### src/rtl/sy_pkg.sv
// Shared types and constants for the sy_* memory arbitration blocks.
package sy_pkg;

  typedef enum logic [1:0] {
    IDLE,
    ISSUE,
    WAIT,
    RESP
  } sy_mem_arb_state_e;

  // Upper bound on memory read latency; the latency counter is sized from it.
  localparam int SY_MEM_ARB_MAX_LAT = 8;
  localparam int SY_MEM_ARB_CNT_W   = $clog2(SY_MEM_ARB_MAX_LAT);

endpackage

### src/rtl/sy_mem_arb_if.sv
// Requester-side valid/ready channels, memory macro port and status of sy_mem_arb.
interface sy_mem_arb_if #(
  parameter int NUM_REQ    = 2,
  parameter int ADDR_WIDTH = 64,
  parameter int DATA_WIDTH = 64
);
  localparam int GRANT_W = $clog2(NUM_REQ);

  logic [NUM_REQ-1:0]            req_valid_i;
  logic [NUM_REQ-1:0]            req_ready_o;
  logic [NUM_REQ-1:0]            req_we_i;
  logic [NUM_REQ*ADDR_WIDTH-1:0] req_addr_i;
  logic [NUM_REQ*DATA_WIDTH-1:0] req_wdata_i;
  logic [NUM_REQ-1:0]            rsp_valid_o;
  logic [NUM_REQ-1:0]            rsp_ready_i;
  logic [DATA_WIDTH-1:0]         rsp_rdata_o;
  logic                          mem_en_o;
  logic                          mem_we_o;
  logic [ADDR_WIDTH-1:0]         mem_addr_o;
  logic [DATA_WIDTH-1:0]         mem_wdata_o;
  logic [DATA_WIDTH-1:0]         mem_rdata_i;
  logic                          busy_o;
  logic [GRANT_W-1:0]            grant_o;

  modport slave (
    input  req_valid_i, req_we_i, req_addr_i, req_wdata_i, rsp_ready_i, mem_rdata_i,
    output req_ready_o, rsp_valid_o, rsp_rdata_o, mem_en_o, mem_we_o, mem_addr_o,
           mem_wdata_o, busy_o, grant_o
  );

  modport master (
    output req_valid_i, req_we_i, req_addr_i, req_wdata_i, rsp_ready_i, mem_rdata_i,
    input  req_ready_o, rsp_valid_o, rsp_rdata_o, mem_en_o, mem_we_o, mem_addr_o,
           mem_wdata_o, busy_o, grant_o
  );
endinterface

### src/rtl/sy_rr_pick.sv
// Combinational round-robin picker: first set request at or after ptr, wrapping modulo N.
module sy_rr_pick #(
  parameter  int N = 2,
  localparam int W = $clog2(N)
) (
  input  logic [N-1:0] req,
  input  logic [W-1:0] ptr,
  output logic [W-1:0] grant,
  output logic         any_valid
);

  logic [W:0] idx;

  // Scan from the farthest offset down so the closest-to-ptr hit wins.
  always_comb begin
    grant     = '0;
    any_valid = 1'b0;
    idx       = '0;
    for (int i = N - 1; i >= 0; i--) begin
      idx = {1'b0, ptr} + (W + 1)'(i);
      if (idx >= (W + 1)'(N)) idx = idx - (W + 1)'(N);
      if (req[idx[W-1:0]]) begin
        grant     = idx[W-1:0];
        any_valid = 1'b1;
      end
    end
  end

endmodule

### src/rtl/sy_mem_arb.sv
// Round-robin arbiter sharing one fixed-latency single-port memory among NUM_REQ requesters.
module sy_mem_arb
  import sy_pkg::*;
#(
  parameter int NUM_REQ    = 2,
  parameter int ADDR_WIDTH = 64,
  parameter int DATA_WIDTH = 64,
  parameter int MEM_LAT    = 1
) (
  input logic          clk_i,
  input logic          rst_i,
  sy_mem_arb_if.slave  bus
);

  localparam int GW = $clog2(NUM_REQ);
  localparam int CW = SY_MEM_ARB_CNT_W;

  sy_mem_arb_state_e state, state_next;

  logic [GW-1:0]         ptr;
  logic [GW-1:0]         owner;
  logic [GW-1:0]         pick;
  logic                  any_valid;
  logic [CW-1:0]         cnt;
  logic                  lat_we;
  logic [ADDR_WIDTH-1:0] lat_addr;
  logic [DATA_WIDTH-1:0] lat_wdata;
  logic [DATA_WIDTH-1:0] rsp_data;
  logic [NUM_REQ-1:0]    req_ready;
  logic [NUM_REQ-1:0]    rsp_valid;

  logic [ADDR_WIDTH-1:0] addr_arr  [NUM_REQ];
  logic [DATA_WIDTH-1:0] wdata_arr [NUM_REQ];

  for (genvar i = 0; i < NUM_REQ; i++) begin : g_unpack
    assign addr_arr[i]  = bus.req_addr_i[i*ADDR_WIDTH +: ADDR_WIDTH];
    assign wdata_arr[i] = bus.req_wdata_i[i*DATA_WIDTH +: DATA_WIDTH];
  end

  sy_rr_pick #(.N(NUM_REQ)) u_pick (
    .req       (bus.req_valid_i),
    .ptr       (ptr),
    .grant     (pick),
    .any_valid (any_valid)
  );

  always_ff @(posedge clk_i) begin
    if (rst_i) state <= IDLE;
    else       state <= state_next;
  end

  // Request accept is combinational in IDLE; the response stays up until its owner takes it.
  always_comb begin
    state_next = state;
    req_ready  = '0;
    rsp_valid  = '0;
    case (state)
      IDLE: begin
        if (any_valid) begin
          req_ready[pick] = 1'b1;
          state_next      = ISSUE;
        end
      end
      ISSUE: state_next = WAIT;
      WAIT: begin
        if (cnt == '0) state_next = RESP;
      end
      RESP: begin
        rsp_valid[owner] = 1'b1;
        if (bus.rsp_ready_i[owner]) state_next = IDLE;
      end
      default: state_next = IDLE;
    endcase
  end

  always_ff @(posedge clk_i) begin
    if (rst_i) begin
      ptr       <= '0;
      owner     <= '0;
      cnt       <= '0;
      lat_we    <= 1'b0;
      lat_addr  <= '0;
      lat_wdata <= '0;
      rsp_data  <= '0;
    end else begin
      case (state)
        IDLE: begin
          if (any_valid) begin
            owner     <= pick;
            lat_we    <= bus.req_we_i[pick];
            lat_addr  <= addr_arr[pick];
            lat_wdata <= wdata_arr[pick];
          end
        end
        ISSUE: cnt <= CW'(MEM_LAT - 1);
        WAIT: begin
          // Writes still answer, with zero data, so every request gets one response.
          if (cnt == '0) rsp_data <= lat_we ? '0 : bus.mem_rdata_i;
          else           cnt      <= cnt - 1'b1;
        end
        RESP: begin
          if (bus.rsp_ready_i[owner])
            ptr <= (owner == GW'(NUM_REQ - 1)) ? '0 : owner + 1'b1;
        end
        default: ;
      endcase
    end
  end

  assign bus.req_ready_o = req_ready;
  assign bus.rsp_valid_o = rsp_valid;
  assign bus.rsp_rdata_o = rsp_data;
  assign bus.mem_en_o    = (state == ISSUE);
  assign bus.mem_we_o    = lat_we;
  assign bus.mem_addr_o  = lat_addr;
  assign bus.mem_wdata_o = lat_wdata;
  assign bus.busy_o      = (state != IDLE);
  assign bus.grant_o     = (state == IDLE) ? '0 : owner;

endmodule

### src/flat_wrapper.sv
// flat-port wrapper written by rule: the top's interface ports become plain ports
module sy_mem_arb_flat import sy_pkg::*;
#(
  parameter int NUM_REQ    = 2,
  parameter int ADDR_WIDTH = 64,
  parameter int DATA_WIDTH = 64,
  parameter int MEM_LAT    = 1
)
  (clk_i, rst_i, bus_req_valid_i, bus_req_we_i, bus_req_addr_i, bus_req_wdata_i, bus_rsp_ready_i, bus_mem_rdata_i, bus_req_ready_o, bus_rsp_valid_o, bus_rsp_rdata_o, bus_mem_en_o, bus_mem_we_o, bus_mem_addr_o, bus_mem_wdata_o, bus_busy_o, bus_grant_o);
  sy_mem_arb_if #(.NUM_REQ(NUM_REQ), .ADDR_WIDTH(ADDR_WIDTH), .DATA_WIDTH(DATA_WIDTH)) bus_i ();
  input logic clk_i;
  input logic rst_i;
  input wire logic [$bits(bus_i.req_valid_i)-1:0] bus_req_valid_i;
  input wire logic [$bits(bus_i.req_we_i)-1:0] bus_req_we_i;
  input wire logic [$bits(bus_i.req_addr_i)-1:0] bus_req_addr_i;
  input wire logic [$bits(bus_i.req_wdata_i)-1:0] bus_req_wdata_i;
  input wire logic [$bits(bus_i.rsp_ready_i)-1:0] bus_rsp_ready_i;
  input wire logic [$bits(bus_i.mem_rdata_i)-1:0] bus_mem_rdata_i;
  output wire logic [$bits(bus_i.req_ready_o)-1:0] bus_req_ready_o;
  output wire logic [$bits(bus_i.rsp_valid_o)-1:0] bus_rsp_valid_o;
  output wire logic [$bits(bus_i.rsp_rdata_o)-1:0] bus_rsp_rdata_o;
  output wire logic [$bits(bus_i.mem_en_o)-1:0] bus_mem_en_o;
  output wire logic [$bits(bus_i.mem_we_o)-1:0] bus_mem_we_o;
  output wire logic [$bits(bus_i.mem_addr_o)-1:0] bus_mem_addr_o;
  output wire logic [$bits(bus_i.mem_wdata_o)-1:0] bus_mem_wdata_o;
  output wire logic [$bits(bus_i.busy_o)-1:0] bus_busy_o;
  output wire logic [$bits(bus_i.grant_o)-1:0] bus_grant_o;
  assign bus_i.req_valid_i = bus_req_valid_i;
  assign bus_i.req_we_i = bus_req_we_i;
  assign bus_i.req_addr_i = bus_req_addr_i;
  assign bus_i.req_wdata_i = bus_req_wdata_i;
  assign bus_i.rsp_ready_i = bus_rsp_ready_i;
  assign bus_i.mem_rdata_i = bus_mem_rdata_i;
  assign bus_req_ready_o = bus_i.req_ready_o;
  assign bus_rsp_valid_o = bus_i.rsp_valid_o;
  assign bus_rsp_rdata_o = bus_i.rsp_rdata_o;
  assign bus_mem_en_o = bus_i.mem_en_o;
  assign bus_mem_we_o = bus_i.mem_we_o;
  assign bus_mem_addr_o = bus_i.mem_addr_o;
  assign bus_mem_wdata_o = bus_i.mem_wdata_o;
  assign bus_busy_o = bus_i.busy_o;
  assign bus_grant_o = bus_i.grant_o;
  sy_mem_arb #(.NUM_REQ(NUM_REQ), .ADDR_WIDTH(ADDR_WIDTH), .DATA_WIDTH(DATA_WIDTH), .MEM_LAT(MEM_LAT)) u_core (.clk_i(clk_i), .rst_i(rst_i), .bus(bus_i));
endmodule
### config.mk
export PLATFORM = sky130hd
export DESIGN_NAME = sy_mem_arb_flat
export DESIGN_NICKNAME = d
export VERILOG_FILES = /design/src/rtl/sy_pkg.sv /design/src/rtl/sy_mem_arb_if.sv /design/src/rtl/sy_rr_pick.sv /design/src/rtl/sy_mem_arb.sv /design/src/flat_wrapper.sv
export SDC_FILE = /design/constraint.sdc
export NUM_CORES = 1
export LEC_CHECK = 0
export BUFFER_PORTS_ARGS = -buffer_cell sky130_fd_sc_hd__clkbuf_2
export CORE_AREA = 2 2 205 207
export CTS_CLUSTER_DIAMETER = 200
export DETAILED_ROUTE_END_ITERATION = 12
export DIE_AREA = 0 0 207 209
export GPL_TIMING_DRIVEN = 1
export PLACE_DENSITY = 0.54
export SETUP_SLACK_MARGIN = 0.5
export SLEW_MARGIN = 20
export SYNTH_ARGS = -nofsm -noshare
export SYNTH_HDL_FRONTEND = slang
export SYNTH_SLANG_ARGS = --single-unit
### constraint.sdc
create_clock -name clk_i -period 1.9 [get_ports clk_i]
set_input_delay 0.285 -clock clk_i [delete_from_list [all_inputs] [get_ports clk_i]]
set_output_delay 0.285 -clock clk_i [all_outputs]
set_load 0.01 [all_outputs]
## Word level (Yosys, flattened, before mapping)

Index checks and enable logic that the tools add are counted.

- Bits in registers: 200
- Input bits: 328
- Output and inout port bits: 200

- Add/sub/neg operators: 5
- $lt $le $gt $ge: 9
- Eq/ne operators: 7
- Muxes and demuxes: 36
- Bitwise gates (word level): 1
- Reductions and logical operators: 11

Operators with widths:

| kind | count |
|---|---|
| 64-bit 2-to-1 mux | 7 |
| 1-bit 2-to-1 mux | 18 |
| 2-bit 2-to-1 mux | 6 |
| 1-bit by 2-bit < comparator with 1-bit output, second input constant | 4 |
| 2-bit case mux with 4 select lines | 1 |
| 2-bit AND reduction | 4 |
| 2-bit by 1-bit inequality test with 1-bit output, second input constant | 3 |
| 3-bit case mux with 2 select lines | 1 |
| 2-bit == test, second input constant | 2 |
| 2-bit >= comparator, second input constant | 2 |
| 2-bit nonzero test | 2 |
| 3-bit zero test | 1 |
| 3-bit 2-to-1 mux | 1 |
| 3-bit AND reduction | 1 |
| 3-bit by 1-bit subtractor with 3-bit output, second input constant | 1 |
| 1-bit by 1-bit adder with 2-bit output, second input constant | 1 |
| 1-bit demux with 1-bit select | 2 |
| 2-bit by 1-bit == test with 1-bit output, second input constant | 1 |
| 1-bit >= comparator, second input constant | 2 |
| 1-bit by 2-bit >= comparator with 1-bit output, second input constant | 1 |
| 1-bit logical AND | 2 |
| 2-bit zero test | 1 |
| 2-bit inequality test, second input constant | 1 |
| 1-bit NOT with 2-bit output | 1 |
| 2 further kinds | 3 |

## Logic depth before layout (Yosys ltp)

- Word-level depth: 13
- Mapped depth: 9
- Gate-level depth less buffers: 6

## Modules after synthesis

Synthesis repeated with hierarchy kept, for this count alone.

- Cells, all modules: 917
- Area, all modules: 9048.7 µm²

By module, submodules not included:

| module | times used | cells each | area an instance (µm²) | seq. area each (µm²) |
|---|---|---|---|---|
| sy_mem_arb | 1 | 914 | 9031.2 | 4003.8 |
| sy_rr_pick | 1 | 3 | 17.5 | 0.0 |

## Worst setup path before layout

No wires, ideal clock.

- Kind: flip-flop to flip-flop
- Start: register u_core.state[0]
- End: register u_core.lat_wdata[38], in the netlist u_core.bus.mem_wdata_o[38]
- Arrival time: 1.684 ns
- Path slack: 0.095 ns
- Stages on the path, launching flop included: 9
- Path buffers: 3
- Period minus slack after synthesis: 1.805 ns
- Cells stage by stage: dfxtp_1 inv_1 ha_1 o21a_1 buf_2 buf_2 clkbuf_1 nor3b_1 a221o_1

- Longest elaborated chain between the ends: 2

Ends and longest elaborated chain:

| item | RTL line | RTL |
|---|---|---|
| start: declaration | sy_mem_arb.sv:18 | `sy_mem_arb_state_e state, state_next;` |
| start signal: assignment | sy_mem_arb.sv:49 | `else state <= state_next;` |
| 2-bit zero test | sy_mem_arb.sv:86 | `case (state)` |
| 2-bit AND reduction (no source line) | -- |  |
| end signal: assignment | sy_mem_arb.sv:92 | `lat_wdata <= wdata_arr[pick];` |
| end: declaration | sy_mem_arb.sv:27 | `logic [DATA_WIDTH-1:0] lat_wdata;` |

Every way passes these cells.
A chain may end at the register's enable or synchronous reset.

## Worst setup path after layout

- Start: register u_core.state[1]
- End: register u_core.lat_addr[10], in the netlist u_core.bus.mem_addr_o[10]

- Longest elaborated chain between the ends: 2

Ends and longest elaborated chain:

| item | RTL line | RTL |
|---|---|---|
| 2-bit zero test | sy_mem_arb.sv:86 |  |
| 2-bit AND reduction (no source line) | -- |  |
| end signal: assignment | sy_mem_arb.sv:91 | `lat_addr <= addr_arr[pick];` |
| end: declaration | sy_mem_arb.sv:26 | `logic [ADDR_WIDTH-1:0] lat_addr;` |

Every way passes these cells.

==> flow_metrics.py <==
metrics = {
    "die": {
        "io_pins": 528,
        "die_area_mm2": 0.0433,
        "start_util_pct": 19.4,
        "coreArea_mm2": 0.0413,
        "die_w_um": 207,
        "rows": 75,
        "die_h_um": 209,
    },
    "routing": {
        "drt_wl_total_mm": 43.2,
        "drcViolationCount": 0,
        "vias": 10107,
        "drt-vias-per-instance": 4.70,
        "drtIter0Drc": 816,
        "drt_first_pass_iters": 5,
        "wl_per_cell_um": 20.1,
        "ant_nets": 0,
    },
    "sta": {
        "worstMarginPinSlew_ns": 0.657,
        "finalSetupViolCount": 0,
        "finalSetupTns_ns": 0,
        "rsz0062_at_grt": "true",
        "relSlewSlack_pct": 56.2,
        "min_period_ns": 1.78,
        "finalClockSkew_ns": 0.00855,
        "slew_violations": 0,
        "fmax_ghz": 0.561,
        "holdWs_ns": 0.0370,
        "hold_violations": 0,
        "min_period_over_period_pct": 93.9,
    },
    "global_route": {
        "antenna_found_initial": 0,
        "use_met3_pct": 4.81,
        "grt_pass1_vias": 9958,
        "grt_max_degree": 83,
        "grt_overflow_total": 0,
        "busiest_layer": "met2",
        "grt_pass1_wl_mm": 53.8,
        "grtUsageTotal_pct": 15.8,
        "met1_usage_pct": 18.6,
        "use_met2_pct": 25.8,
    },
    "clock_network": {
        "clock-root-buffer": "clkbuf_16",
        "cts_tree": "built",
        "clockBufferDepth": 2,
        "cts_sinks": 200,
        "cts.htree.levels": 4,
        "clk_pin_slew_ns": 0.08,
        "clk_latency_ns": 0.50,
        "cts_buffers": 17,
    },
    "yosys": {
        "synth_cell_types": 26,
        "syn_area_per_cell_um2": 10.1,
        "synth_seq_cells": 200,
        "syn_nets": 1127,
        "seq_area_frac_synth_pct": 49.9,
        "netlist_area_mm2": 0.00802,
        "syn_inst": 793,
        "yosys_warnings": 0,
    },
    "setup_path": {
        "worst_ep_required_time_ns": 2.29,
        "r2r_slack_ns": 0.12,
        "critPathMaxFanout": 6,
        "crit_arrival_ns": 2.18,
        "path_class": "reg2reg",
        "cp-end-kind": "register",
        "cp-start-kind": "register",
        "r2r_end": "u_core.bus.mem_addr_o[10]",
        "worstRegToRegCells": 9,
        "reg2reg_from": "u_core.state[1]",
    },
    "pwr": {
        "powerDensity_mw_per_mm2": 1260,
        "ir_worst_vdd_mv": 0.624,
        "p_leak_nw": 7.20,
    },
    "placed_design": {
        "numPortBuffers": 527,
        "place_hpwl_mm": 22.9,
        "gp_congestion": 0.799,
    },
    "layout": {
        "regArea_mm2": 0.00401,
        "diodes": 0,
        "area_growth_pct": 106,
        "final.fill_count": 3933,
        "multi_input_area_mm2": 0.00432,
        "drive_gt1_share_pct": 47.9,
        "nets": 1933,
    },
    "min_path": {
        "worstHoldPathType": "in2reg",
        "min_to": "u_core.bus.mem_wdata_o[45]",
        "worst_hold_startpoint": "bus_req_wdata_i[45]",
        "hold_depth": 2,
    },
    "flow_run": {
        "max_cap_viol_count": 0,
    },
    "run_status": {
        "run_status": "completed",
    },
}
-- layer usage --
layer	vias to the layer above	share of wire, %
met5	-	0
met4	0	4.3
met3	121	6.9
met2	537	49
met1	4822	40
li1	4627	-
-- report_power, final --
part / switching, W / leakage, nW / internal (W)
Combinational: 0.00526 / 5.28 / 0.00587
Clock: 0.00187 / 0.280 / 0.00197
Sequential: 0.000647 / 1.64 / 0.00532
-- registers in the layout, summed over array words and instances, names as in the netlist --
name / flops
u_core.cnt: 3
u_core.bus.mem_wdata_o: 64
u_core.owner: 1
u_core.ptr: 1
u_core.bus.mem_addr_o: 64
u_core.state: 2
u_core.bus.rsp_rdata_o: 64
u_core.bus.mem_we_o: 1
-- synth_stat cells --
cell type	instances	area, um2
nor3b_1	126	946
buf_2	16	80.1
nor2b_1	5	31.3
inv_1	5	18.8
o21ba_2	1	10.0
mux2i_1	2	20.0
nor4_4	1	21.3
a211oi_1	2	15.0
nand2b_1	4	25.0
dfxtp_1	200	4000
nand2_1	67	251
a311oi_1	3	26.3
a2bb2oi_1	1	8.76
inv_2	2	7.51
nand3b_1	68	510
nor3_1	1	5.00
a21oi_1	68	340
buf_1	7	26.3
nor2_1	6	22.5
a21oi_2	1	8.76
and2_1	2	12.5
a221o_1	127	1270
clkbuf_1	64	240
o21a_1	2	15.0
o21ai_0	6	30.0
ha_1	6	75.1
-- cell usage in the layout (no fill, tap or decap), types with 21 or more instances in the layout --
cell type	count
nor3b_1	59
a221o_1	127
a21oi_1	52
buf_4	21
nor3b_2	46
nand3b_1	68
clkbuf_2	522
dlygate4sd3_1	242
dfxtp_1	197
buf_12	27
nor3b_4	21
clkbuf_16	43
nand2_1	66
-- critical path, cell delays in order (launching register included) --
cell and delay [ns]:
dfxtp_2 0.33, inv_2 0.07, ha_4 0.17, o21a_4 0.15, buf_6 0.13, buf_12 0.16
buf_12 0.13, clkbuf_16 0.17, nor3b_4 0.06, a221o_1 0.28
-- area by class of cell --
| class | count | share of cell area [%] |
|---|---|---|
| Timing Repair Buffer | 873 | 41.9 |
| Multi-Input combinational cell | 500 | 26.1 |
| Sequential cell | 200 | 24.2 |
| Tap cell | 539 | 4.07 |
| Clock buffer | 18 | 2.59 |
| Clock inverter | 14 | 0.990 |
| Inverter | 7 | 0.174 |
-- stage by stage --
stage	utilization, %	setup slack [ns]	cells	instance area (um2)	total power [W]
finish	40.1	0.117	2151	16600	0.0209
global placement	27.7	0.205	1796	11400	0.0123
global route	40.1	0.0365	2151	16600	0.0219
floorplan	-	0.414	793	8230	0.00974
CTS	35.5	0.0360	2082	14600	0.0171
detailed placement	27.7	0.199	1796	11400	0.0124
-- worst max path at each step --
stage	from	cells after the start	end
2_1_floorplan	u_core.state[1]	8	u_core.bus.mem_wdata_o[10]
6_report	u_core.state[1]	9	u_core.bus.mem_addr_o[10]
3_3_place_gp	bus_req_valid_i[0]	5	bus_req_ready_o[0]
5_1_grt	u_core.state[1]	9	u_core.bus.mem_addr_o[1]
3_5_place_dp	bus_req_valid_i[1]	5	u_core.bus.mem_wdata_o[0]
4_1_cts	u_core.state[0]	5	bus_req_ready_o[0]
-- logic make-up (layout without fill, tap and decap cells) --
kind of cell,after synthesis,after routing,share of synthesized area [%]
and+or+nand+nor,280,281,22.8
AOI/OAI and AO/OA,211,211,21.5
DFF,200,200,49.9
buffers and inverters,94,912,4.65
adders and majority gates,6,6,0.936
muxes,2,2,0.250
-- timing repair --
item | 4_1_cts | 5_1_grt
endpoints found under the setup margin | 199 | 206
hold endpoints to repair | 135 | 0
setup buffers | 11 | 26
cloned | 1 | 43
hold buffers | 242 | 0
gates resized for setup | 20 | 175
pin swaps | 2 | 149
No activity file was read; power rests on OpenSTA's default activity.
